`config.mk`:
```
export PLATFORM = sky130hd
export DESIGN_NAME = pc_sequencer
export DESIGN_NICKNAME = d
export VERILOG_FILES = /design/src/rtl/pc_sequencer.sv
export SDC_FILE = /design/constraint.sdc
export NUM_CORES = 1
export LEC_CHECK = 0
export BUFFER_PORTS_ARGS = -buffer_cell sky130_fd_sc_hd__buf_2
export CORE_MARGIN = 10
export CORE_UTILIZATION = 54
export DETAILED_ROUTE_END_ITERATION = 10
export PLACE_DENSITY = 0.81
export RECOVER_POWER = 100
export SYNTH_ARGS = -nofsm -noshare
export SYNTH_HDL_FRONTEND = slang
export SYNTH_SLANG_ARGS = --single-unit
```
`constraint.sdc`:
```
create_clock -name clk -period 3.9 [get_ports clk]
set_input_delay 0.195 -clock clk [delete_from_list [all_inputs] [get_ports clk]]
set_output_delay 0.195 -clock clk [all_outputs]
set_load 0.01 [all_outputs]
```
`src/rtl/pc_sequencer.sv`:
```
// pc_sequencer: instruction fetch sequencer.
// Issues fetch requests to instruction memory, delivers fetched words with their
// PC, and redirects the fetch stream on branch, jump and register-jump requests.
// A redirect that arrives while a fetch is outstanding is remembered as a pending
// target. The word returned for that fetch is discarded and fetching resumes at
// the pending target.
module pc_sequencer #(
    parameter logic [31:0] RESET_VECTOR = 32'h0000_0000
) (
    input  logic        clk,
    input  logic        rst_n,
    input  logic [31:0] branch_addr,
    input  logic [27:0] jump_addr,
    input  logic [31:0] jr_addr,
    input  logic        branch_taken,
    input  logic        jump,
    input  logic        jump_reg,
    input  logic        stall,
    input  logic        halt,
    output logic        imem_req,
    output logic [31:0] imem_addr,
    input  logic        imem_ack,
    input  logic [31:0] imem_rdata,
    output logic        inst_valid,
    output logic [31:0] inst,
    output logic [31:0] pc,
    output logic        halted
);

    typedef enum logic [1:0] {
        S_IDLE,
        S_REQ,
        S_HALTED
    } state_t;

    state_t      state;
    logic [31:0] fetch_addr;
    logic        pending;
    logic [31:0] pend_target;

    logic [31:0] base;
    logic        redirect;
    logic [31:0] target;

    // The address is held in a register, so it stays stable for the whole request.
    assign imem_addr = fetch_addr;

    // Redirect target relative to the instruction after the last delivered one.
    // Later assignments override earlier ones: jump_reg > jump > branch_taken.
    always_comb begin
        // NOTE: every always_comb output gets a default first, so no path can infer a latch.
        base     = pc + 32'd4;
        redirect = jump_reg | jump | branch_taken;
        target   = base + (branch_addr << 2);
        if (jump)
            target = {base[31:28], jump_addr};
        if (jump_reg)
            target = jr_addr;
    end

    // Fetch FSM, with the state and all outputs registered in one block.
    always_ff @(posedge clk or negedge rst_n) begin
        if (!rst_n) begin
            // NOTE: sequential state uses non-blocking (<=) assignments, so all flops update together.
            state       <= S_IDLE;
            fetch_addr  <= RESET_VECTOR;
            pending     <= 1'b0;
            pend_target <= '0;
            imem_req    <= 1'b0;
            inst_valid  <= 1'b0;
            inst        <= '0;
            pc          <= RESET_VECTOR;
            halted      <= 1'b0;
        end else begin
            inst_valid <= 1'b0;
            unique case (state)
                S_IDLE: begin
                    if (halt) begin
                        state    <= S_HALTED;
                        halted   <= 1'b1;
                        imem_req <= 1'b0;
                    end else begin
                        if (redirect)
                            fetch_addr <= target;
                        if (!stall) begin
                            state    <= S_REQ;
                            imem_req <= 1'b1;
                        end
                    end
                end

                S_REQ: begin
                    if (!imem_ack) begin
                        // Remember the newest redirect until the outstanding fetch returns.
                        if (redirect) begin
                            pending     <= 1'b1;
                            pend_target <= target;
                        end
                    end else begin
                        if (redirect || pending) begin
                            // The returned word is on the wrong path: drop it and steer.
                            fetch_addr <= redirect ? target : pend_target;
                            pending    <= 1'b0;
                        end else begin
                            inst_valid <= 1'b1;
                            inst       <= imem_rdata;
                            pc         <= fetch_addr;
                            fetch_addr <= fetch_addr + 32'd4;
                        end
                        if (halt) begin
                            state    <= S_HALTED;
                            halted   <= 1'b1;
                            imem_req <= 1'b0;
                        end else if (stall) begin
                            state    <= S_IDLE;
                            imem_req <= 1'b0;
                        end else begin
                            state    <= S_REQ;
                            imem_req <= 1'b1;
                        end
                    end
                end

                S_HALTED: begin
                    state    <= S_HALTED;
                    imem_req <= 1'b0;
                    halted   <= 1'b1;
                end

                default: begin
                    state    <= S_IDLE;
                    imem_req <= 1'b0;
                    halted   <= 1'b0;
                end
            endcase
        end
    end

endmodule

```
# [After elaboration in Yosys (flattened, before gate mapping)]
# Index checks and enable logic that the tools add are counted.
[totals] ram_bits=0 mem_bits_ro=0 latchBits=0 memories=0 register_bits=134
[op_classes] mux=29 n_addsub=3 n_reduce_logical=9 shift=0 n_bitwise=4 n_eq_ne=7 div=0 n_lt_le_gt_ge=0 multipliers=0
[op_table] operator="32-bit two-way mux" count=7
[op_table] operator="32-bit by 3-bit adder with 32-bit output, second input constant" count=2
[op_table] operator="32-bit case mux with 2 select lines" count=1
[op_table] operator="32-bit adder" count=1
[op_table] operator="1-bit two-way mux" count=14
[op_table] operator="2-bit two-way mux" count=4
[op_table] operator="2-bit inequality test, second input constant" count=3
[op_table] operator="2-bit case mux with 3 select lines" count=1
[op_table] operator="3-bit AND reduction" count=2
[op_table] operator="2-bit AND reduction" count=2
[op_table] operator="4-bit AND reduction" count=1
[op_table] operator="2-bit nonzero test" count=2
[op_table] operator="3-bit inequality test, second input constant" count=1
[op_table] operator="1-bit case mux with 3 select lines" count=1
[op_table] operator="2-bit by 1-bit equality test with 1-bit output, second input constant" count=1
[op_table] operator="2-bit equality test, second input constant" count=1
[op_table] operator="2-bit zero test" count=1
[op_table] operator="2-bit by 1-bit inequality test with 1-bit output, second input constant" count=1
[op_table] operator="1-bit inverter" count=2
[op_table] operator="1-bit OR" count=2
[op_table] operator="1-bit case mux with 2 select lines" count=1
[op_table] operator="1-bit logical OR" count=1

# [Depth between registers and ports, before layout]
# Gate-level depths: netlist (run 1).
[depth] depth_word=8 depth_mapped=16 mapped_depth_nobuf=15

# [Least setup slack after synthesis (run 1)]
# Ideal clock, no wire load.
[synth_timing] kind="flip-flop to flip-flop" start="register pc[6]" end="register fetch_addr[23], in the netlist imem_addr[23]" stages_incl_launch_ff=17 slack_ns=0.401 n_path_buf=2 synth_period_minus_slack_ns=3.499 arrival_time_ns=3.362 setup_ns=0.136 cell_sequence="dfrtp_1 -> and4_1 -> clkbuf_2 -> nand3_1 -> nor2_1 -> nand3_1 -> xnor2_1 -> ha_1 -> buf_2 -> nand2_1 -> nor4_2 -> o211ai_1 -> and4b_1 -> or2_2 -> xnor2_1 -> a222oi_1 -> o21ai_0"
[synth_via] elab_chain_len=8 elab_cells_between_ends=10 classes_between="add/sub (2); mux (8)"
[synth_lines] element="start: declaration" line="26" rtl="output logic [31:0] pc,"
[synth_lines] element="start signal: assignment" line="107" rtl="pc <= fetch_addr;"
[synth_lines] element="32-bit by 3-bit adder with 32-bit output (*)" line="52" rtl="base = pc + 32'd4;"
[synth_lines] element="32-bit adder (*)" line="54" rtl="target = base + (branch_addr << 2);"
[synth_lines] element="32-bit two-way mux (*)" line="55" rtl="if (jump)"
[synth_lines] element="32-bit two-way mux (*)" line="57" rtl="if (jump_reg)"
[synth_lines] element="32-bit two-way mux" line="83" rtl="if (redirect)"
[synth_lines] element="32-bit two-way mux" line="100" rtl="if (redirect || pending) begin"
[synth_lines] element="32-bit two-way mux" line="93" rtl="if (!imem_ack) begin"
[synth_lines] element="32-bit case mux with 2 select lines (*)" line="76" rtl="unique case (state)"
[synth_lines] element="end signal: assignment" line="84" rtl="fetch_addr <= target;"
[synth_lines] element="end signal: assignment" line="102" rtl="fetch_addr <= redirect ? target : pend_target;"
[synth_lines] element="end signal: assignment" line="108" rtl="fetch_addr <= fetch_addr + 32'd4;"
[synth_lines] element="end: declaration" line="37" rtl="logic [31:0] fetch_addr;"
# Mark *: on every way between the ends. The rest lies on a longest branch, timed or not. The select of a mux whose other input is x is not followed.
# A chain may end at the register's enable or synchronous reset.

# [Final worst setup path (run 1)]
[layout_timing] start="register pc[3]" end="register fetch_addr[23], in the netlist imem_addr[23]"
# Same word-level chain as after synthesis.

==> results.toml, run 1 <==
[synth]
synthTopCellsByCount = "dfrtp_1, nand2_1, o21ai_0"
yosysMostFrequentCell = "dfrtp_1"
synth.distinct_cells = 75
ys_ff_latch = 134
async_flop_share_pct = 100
synth_warnings = 0
synth_top_area_cell = "dfrtp_1"
synth_area_um2 = 9110
ys_seq_area_share_pct = 36.8
synth_edf_count = 0
synth_top_flop_cell = "dfrtp_1"
syn_inst = 1038
avgSynthCellArea_um2 = 8.77
syn_nets = 1207
yosys.area.top_type_share_pct = 36.8
ys_top_cells_by_area = "dfrtp_1, mux2_2, nand2_1"

[timing]
drv_slew = 0
finalSetupViolCount = 0
fmax_mhz = 268
rsz0062_at_grt = "yes"
fin_skew_ns = 0.00763
fin_hold_ws_ns = 0.00581
period_minus_slack_ns = 3.74
fin_crit_sh_pct = 95.8
hold_viol_final = 0
tightest_slew_ns = 1.02
slew_headroom_pct = 32.2

[setup_path]
end_kind = "flop"
critical_path.startpoint_type = "flop"
cp_cell_sequence = "and4_1 -> and4_2 -> nand3_1 -> xnor2_1 -> ha_1 -> nand2_1 -> nor4_2 -> o211ai_1 -> and4b_1 -> or2_2 -> xnor2_1 -> a222oi_1 -> o21ai_0"
path_common_cell = "xnor2_1"
r2r_cells = 13
path_max_fanout = 6
worstPathRequired_ns = 4.18
cpPeakStageDelay_ns = 0.46
rrSetupSlack_ns = 0.16
reg2reg_from = "pc[3]$_DFFE_PN0P_"
arrival_ns = 4.01
timing.setup.critical_path_class = "flop to flop"
slowest_stage = "dfrtp_1"
r2r_end = "imem_addr[23]$_DFFE_PN0P_"

[routing]
wl_per_cell_um = 21.1
vias = 9285
wl_um = 31700
drtIter0Drc = 996
drt_first_pass_iters = 8
via_per_inst = 6.18
ant_nets = 0
drc_errors = 0

[worst_hold_path]
min_to = "inst[3]$_DFFE_PN0P_"
min_path_cells = 2
hp-start = "imem_rdata[3]"
min_path_type = "input port to flop"

[cells_and_area]
drive_gt1_share_pct = 25.9
fin_cells = 1503
finish.net_count = 1439
fill_cells = 1404
antennaDiodeCount = 0
area_growth_pct = 21.9

[clock_tree]
htreeDepth = 4
clkTransAtPathRegs_ns = 0.06
cts_max_path_buffers = 2
cts_tree = "built"
cts-root-buf = "clkbuf_16"
cts.sinks = 134
numCtsBuffers = 17
clock_latency_ns = 0.42

[floorplanning]
die_x_um = 150
initial_core_util_pct = 54.9
io_pins = 231
coreArea_um2 = 16600
fp.dieH_um = 150
placementRows = 47
die-area_um2 = 22500

[power_and_ir_drop]
p_comb_share_pct = 22.9
p_sw_mw = 1.55
ir_worst_vdd_mv = 0.319
p_clk_share_pct = 34.4
sw_frac_of_total_pct = 34.8
internal-power_mw = 2.91
power.leakage_nw = 5.29
p_per_area_nw_per_um2 = 401
seqPwrFrac_pct = 42.7

[flow_run]
cap_violations = 0

[global_route]
grt_pass1_wl_um = 48400
grt_use_met1_pct = 34.4
grt_pass1_vias = 9092
overflow = 0
grt_max_degree = 112
track_usage_pct = 27.0
antenna_found_initial = 0
met2_usage_pct = 42.7
use_met3_pct = 7.19
grt-busiest-layer = "met2"

[place]
io_buffers = 228
dp_hpwl_um = 23700
dp.cells = 1465
gp_congestion = 1.01

[run_status]
status = "completed"
[routing by layer]
layer	share of wire (%)	wire length, µm
met1	39	12500
met2	46	14700
met3	11	3350
met4	3.5	1100
met5	0	0
[worst max path at each step]
| stage | slack, ns | to | cells after the start | startpoint |
|---|---|---|---|---|
| after floorplan | 0.40 | imem_addr[23]$_DFFE_PN0P_ | 16 | pc[6]$_DFFE_PN0P_ |
| after global placement | 0.15 | imem_addr[31]$_DFFE_PN0P_ | 13 | pc[14]$_DFFE_PN0P_ |
| after detailed placement | 0.1 | imem_addr[31]$_DFFE_PN0P_ | 13 | pc[14]$_DFFE_PN0P_ |
| after CTS | 0.07 | imem_addr[31]$_DFFE_PN0P_ | 13 | pc[14]$_DFFE_PN0P_ |
| after global routing | -0.02 | imem_addr[23]$_DFFE_PN0P_ | 14 | pc[8]$_DFFE_PN0P_ |
| final | 0.16 | imem_addr[23]$_DFFE_PN0P_ | 13 | pc[3]$_DFFE_PN0P_ |
[cells in the final DEF, fill, tap and decap left out, types with 5 or more instances in the layout]
| master | synthesis | final |
|---|---|---|
| o221ai_1 | 5 | 5 |
| nand3_1 | 40 | 40 |
| nor3_1 | 17 | 16 |
| mux2i_1 | 11 | 10 |
| nor2_1 | 73 | 72 |
| o22ai_1 | 8 | 8 |
| clkbuf_16 | 0 | 17 |
| a21oi_1 | 87 | 86 |
| dfrtp_1 | 134 | 133 |
| xnor2_1 | 36 | 36 |
| and2_1 | 7 | 7 |
| a211oi_1 | 7 | 7 |
| o31ai_1 | 10 | 10 |
| mux2_2 | 61 | 61 |
| inv_1 | 23 | 23 |
| o21a_1 | 9 | 9 |
| clkinvlp_4 | 0 | 7 |
| a31oi_1 | 11 | 11 |
| a22oi_1 | 8 | 8 |
| nand2b_1 | 7 | 7 |
| o21bai_1 | 5 | 5 |
| buf_4 | 1 | 35 |
| nand4_1 | 16 | 16 |
| clkbuf_1 | 38 | 55 |
| o21ai_0 | 93 | 91 |
| a21o_1 | 16 | 16 |
| nand2_1 | 125 | 124 |
| o311ai_0 | 6 | 6 |
| and4_1 | 8 | 6 |
| and3_1 | 9 | 9 |
| buf_2 | 7 | 172 |
| nor4_1 | 10 | 9 |
| a221oi_1 | 5 | 5 |
| ha_1 | 36 | 36 |
| nor2b_1 | 5 | 5 |
| or3_1 | 10 | 10 |
| xor2_1 | 18 | 18 |
| o211ai_1 | 14 | 14 |
[cell families after synthesis]
kind of cell / synth area share (%)
AOI/OAI and AO/OA: 21.8
xor gates and xnor gates: 5.19
adders and majority gates: 5.17
buffers and inverters: 3.74
DFF: 36.8
muxes: 8.75
and+or+nand+nor: 18.5
[worst max-delay path, delay by kind of cell, from the launching register on]
family | cells | cell delay (ns)
XOR/XNOR | 2 | 0.27
AO/OA/AOI/OAI | 3 | 0.79
flip-flops | 1 | 0.46
adder cells (fa/ha/maj) | 1 | 0.38
AND/OR/NAND/NOR | 7 | 1.67
[metrics by stage]
| step | setup TNS (ns) | power [mW] | setup slack, ns | util, % | instance area, µm² |
|---|---|---|---|---|---|
| after global placement | 0 | 2.88 | 0.153 | 63.5 | 10500 |
| after detailed placement | 0 | 2.91 | 0.0963 | 63.5 | 10500 |
| after CTS | 0 | 4.44 | 0.0741 | 67.1 | 11100 |
| after global routing | -0.0222 | 4.65 | -0.0222 | 67.0 | 11100 |
| after floorplan | 0 | 2.43 | 0.401 | - | 9110 |
| final | 0 | 4.46 | 0.163 | 67.0 | 11100 |
[cell type report]
| type | instances | area [µm²] | share of cell area [%] |
|---|---|---|---|
| repair buffers | 266 | 1380 | 12.4 |
| clock inverters | 14 | 128 | 1.15 |
| flip-flops and latches | 134 | 3350 | 30.2 |
| well taps | 220 | 275 | 2.48 |
| clock buffers | 18 | 439 | 3.95 |
| inverters | 23 | 86.3 | 0.777 |
| multi-input cells | 828 | 5440 | 49.0 |
[power groups by stage]
| stage | combinational, mW | clock, mW | sequential [mW] |
|---|---|---|---|
| final | 1.02 | 1.53 | 1.91 |
| after global routing | 1.12 | 1.60 | 1.93 |
| after global placement | 0.983 | 0 | 1.89 |
| after CTS | 1.02 | 1.54 | 1.89 |
| after floorplan | 0.568 | 0 | 1.86 |
| after detailed placement | 1.01 | 0 | 1.90 |
[registers in the layout (all words and copies together), names as in the netlist]
name and cells:
inst_valid 1, pending 1, pc 32, imem_addr 32, inst 32, state 2
halted 1, pend_target 32, imem_req 1
[timing repair]
item / 4_1_cts / 5_1_grt
endpoints found under the hold margin: 111 / 0
hold buffers: 2 / 0
setup buffers: 0 / 4
resized for setup: 0 / 9
setup endpoints to repair: 0 / 10
No activity file was read; power rests on OpenSTA's default activity.
==> run 2, diff against run 1 <==
- CORE_UTILIZATION: 54 -> 55
- CTS_BUF_LIST: default -> sky130_fd_sc_hd__clkbuf_8
- PLACE_DENSITY: 0.81 -> 0.79
==> results.toml, run 2 (synthesis results as in run 1) <==
[clock_tree]
clkTransAtPathRegs_ns = 0.08
numCtsBuffers = 17
cts_max_path_buffers = 2
clock_latency_ns = 0.45
htreeDepth = 4
cts.sinks = 134
cts-root-buf = "clkbuf_8"
cts_tree = "built"

[routing]
drtIter0Drc = 954
ant_nets = 0
via_per_inst = 6.09
drt_first_pass_iters = 6
wl_um = 32300
wl_per_cell_um = 21.0
drc_errors = 0
vias = 9346

[setup_path]
arrival_ns = 4.12
critical_path.startpoint_type = "flop"
worstPathRequired_ns = 4.22
path_max_fanout = 5
end_kind = "flop"
timing.setup.critical_path_class = "flop to flop"

[worst_hold_path]
min_path_type = "input port to flop"

[global_route]
antenna_found_initial = 0
grt_max_degree = 106
grt_pass1_wl_um = 49700
overflow = 0
grt_pass1_vias = 9156
track_usage_pct = 28.2

[cells_and_area]
drive_gt1_share_pct = 22.5
fill_cells = 1310
fin_cells = 1535
area_growth_pct = 22.9
final_util_pct = 69.7
finish.net_count = 1474
seq_area_um2 = 3360
most-common-layout-cells = "buf_2, dfrtp_1, nand2_1, clkbuf_1, o21ai_0"
multi_input_area_um2 = 5470
final_common_cell = "buf_2"

[timing]
finalSetupViolCount = 0
rsz0062_at_grt = "no"
slew_headroom_pct = -73.8
hold_viol_final = 0
fin_crit_sh_pct = 97.2
fin_skew_ns = 0.0118
period_minus_slack_ns = 3.79
fmax_mhz = 264
tightest_slew_ns = 2.61
drv_slew = 217
setup_tns_ns = 0

[place]
dp_hpwl_um = 23600
gp_congestion = 0.954
io_buffers = 228
dp.cells = 1462

[power_and_ir_drop]
power.leakage_nw = 5.21
fin_total_pwr_mw = 4.04
p_per_area_nw_per_um2 = 361
ir_worst_vdd_mv = 0.246

[run_status]
violations = "capacitance limit, slew limit"
status = "complete, but fails checks"

[floorplanning]
initial_core_util_pct = 56.7
placementRows = 46
die_x_um = 149
coreArea_um2 = 16100
fp.dieH_um = 149
io_pins = 231
die-area_um2 = 22100

[flow_run]
cap_violations = 3
## run 2: cell types whose count changed in the layout (fill, tap and decap cells not counted), sizes merged
cell         change
buf             -45
clkbuf          +50
clkinv           +1
clkinvlp         -2
diode            +1
dlygate4sd3     +31
## run 2: routing by layer
metal	up-vias	share of wire (%)	GRT usage, %
met4	0	2.5	9.46
met1	4459	40	36.2
met3	67	11	7.95
met5	-	0	0
met2	461	47	44.8
li1	4359	-	-
## run 2: cell type report
| cell class | instances | area share [%] |
|---|---|---|
| Clock inverter | 13 | 1.12 |
| Antenna cell | 1 | 0.0224 |
| Tap cell | 216 | 2.41 |
| Inverter | 23 | 0.771 |
| Timing Repair Buffer | 301 | 14.5 |
| Multi-Input combinational cell | 828 | 48.8 |
| Clock buffer | 19 | 2.34 |
| Sequential cell | 134 | 30.0 |
## run 2: worst paths after layout
path | startpoint | endpoint | slack [ns] | cells past startpoint
max in group asynchronous | rst_n | pc[2]$_DFFE_PN0P_ | 0.93 | 3
setup / recovery | pc[4]$_DFFE_PN0P_ | imem_addr[23]$_DFFE_PN0P_ | 0.11 | 14
setup reg to reg | pc[4]$_DFFE_PN0P_ | imem_addr[23]$_DFFE_PN0P_ | 0.11 | 14
hold / removal | imem_ack | pending$_DFFE_PN0P_ | 0.02 | 2
min in group asynchronous | rst_n | inst[30]$_DFFE_PN0P_ | 1.08 | 2
hold reg to reg | pend_target[9]$_DFFE_PN0P_ | pend_target[9]$_DFFE_PN0P_ | 0.48 | 2
## run 2: what timing repair did
item	CTS	global route
endpoints found under the hold margin	136	0
setup endpoints to repair	1	19
setup buffers	0	7
hold buffers	33	0
cloned	0	0
resized for setup	0	19
pin swaps	1	5
## run 2: power breakdown
group	internal, mW	leakage, nW	switching [mW]
Clock	0.543	0.181	0.590
Combinational	0.416	3.32	0.616
Sequential	1.59	1.71	0.286
## run 2: critical path, cell delays in order (launching register included)
cell	delay, ns
dfrtp_1	0.45
and4_1	0.30
nand4_1	0.28
clkbuf_4	0.24
xnor2_1	0.14
ha_1	0.32
nand2_1	0.12
nor4_2	0.32
o211ai_1	0.19
and4b_1	0.27
or2_2	0.32
xnor2_1	0.13
a222oi_1	0.32
buf_4	0.19
o21ai_0	0.08
## run 2: metrics by stage
stage,hold WS [ns],area (µm²),worst slack (ns)
floorplan,-0.101,9110,0.401
global placement,0.387,10500,0.0983
detailed placement,0.389,10500,0.00127
CTS,0.00398,11300,0.0275
global route,0.00963,11200,0.00472
finish,0.0177,11200,0.109
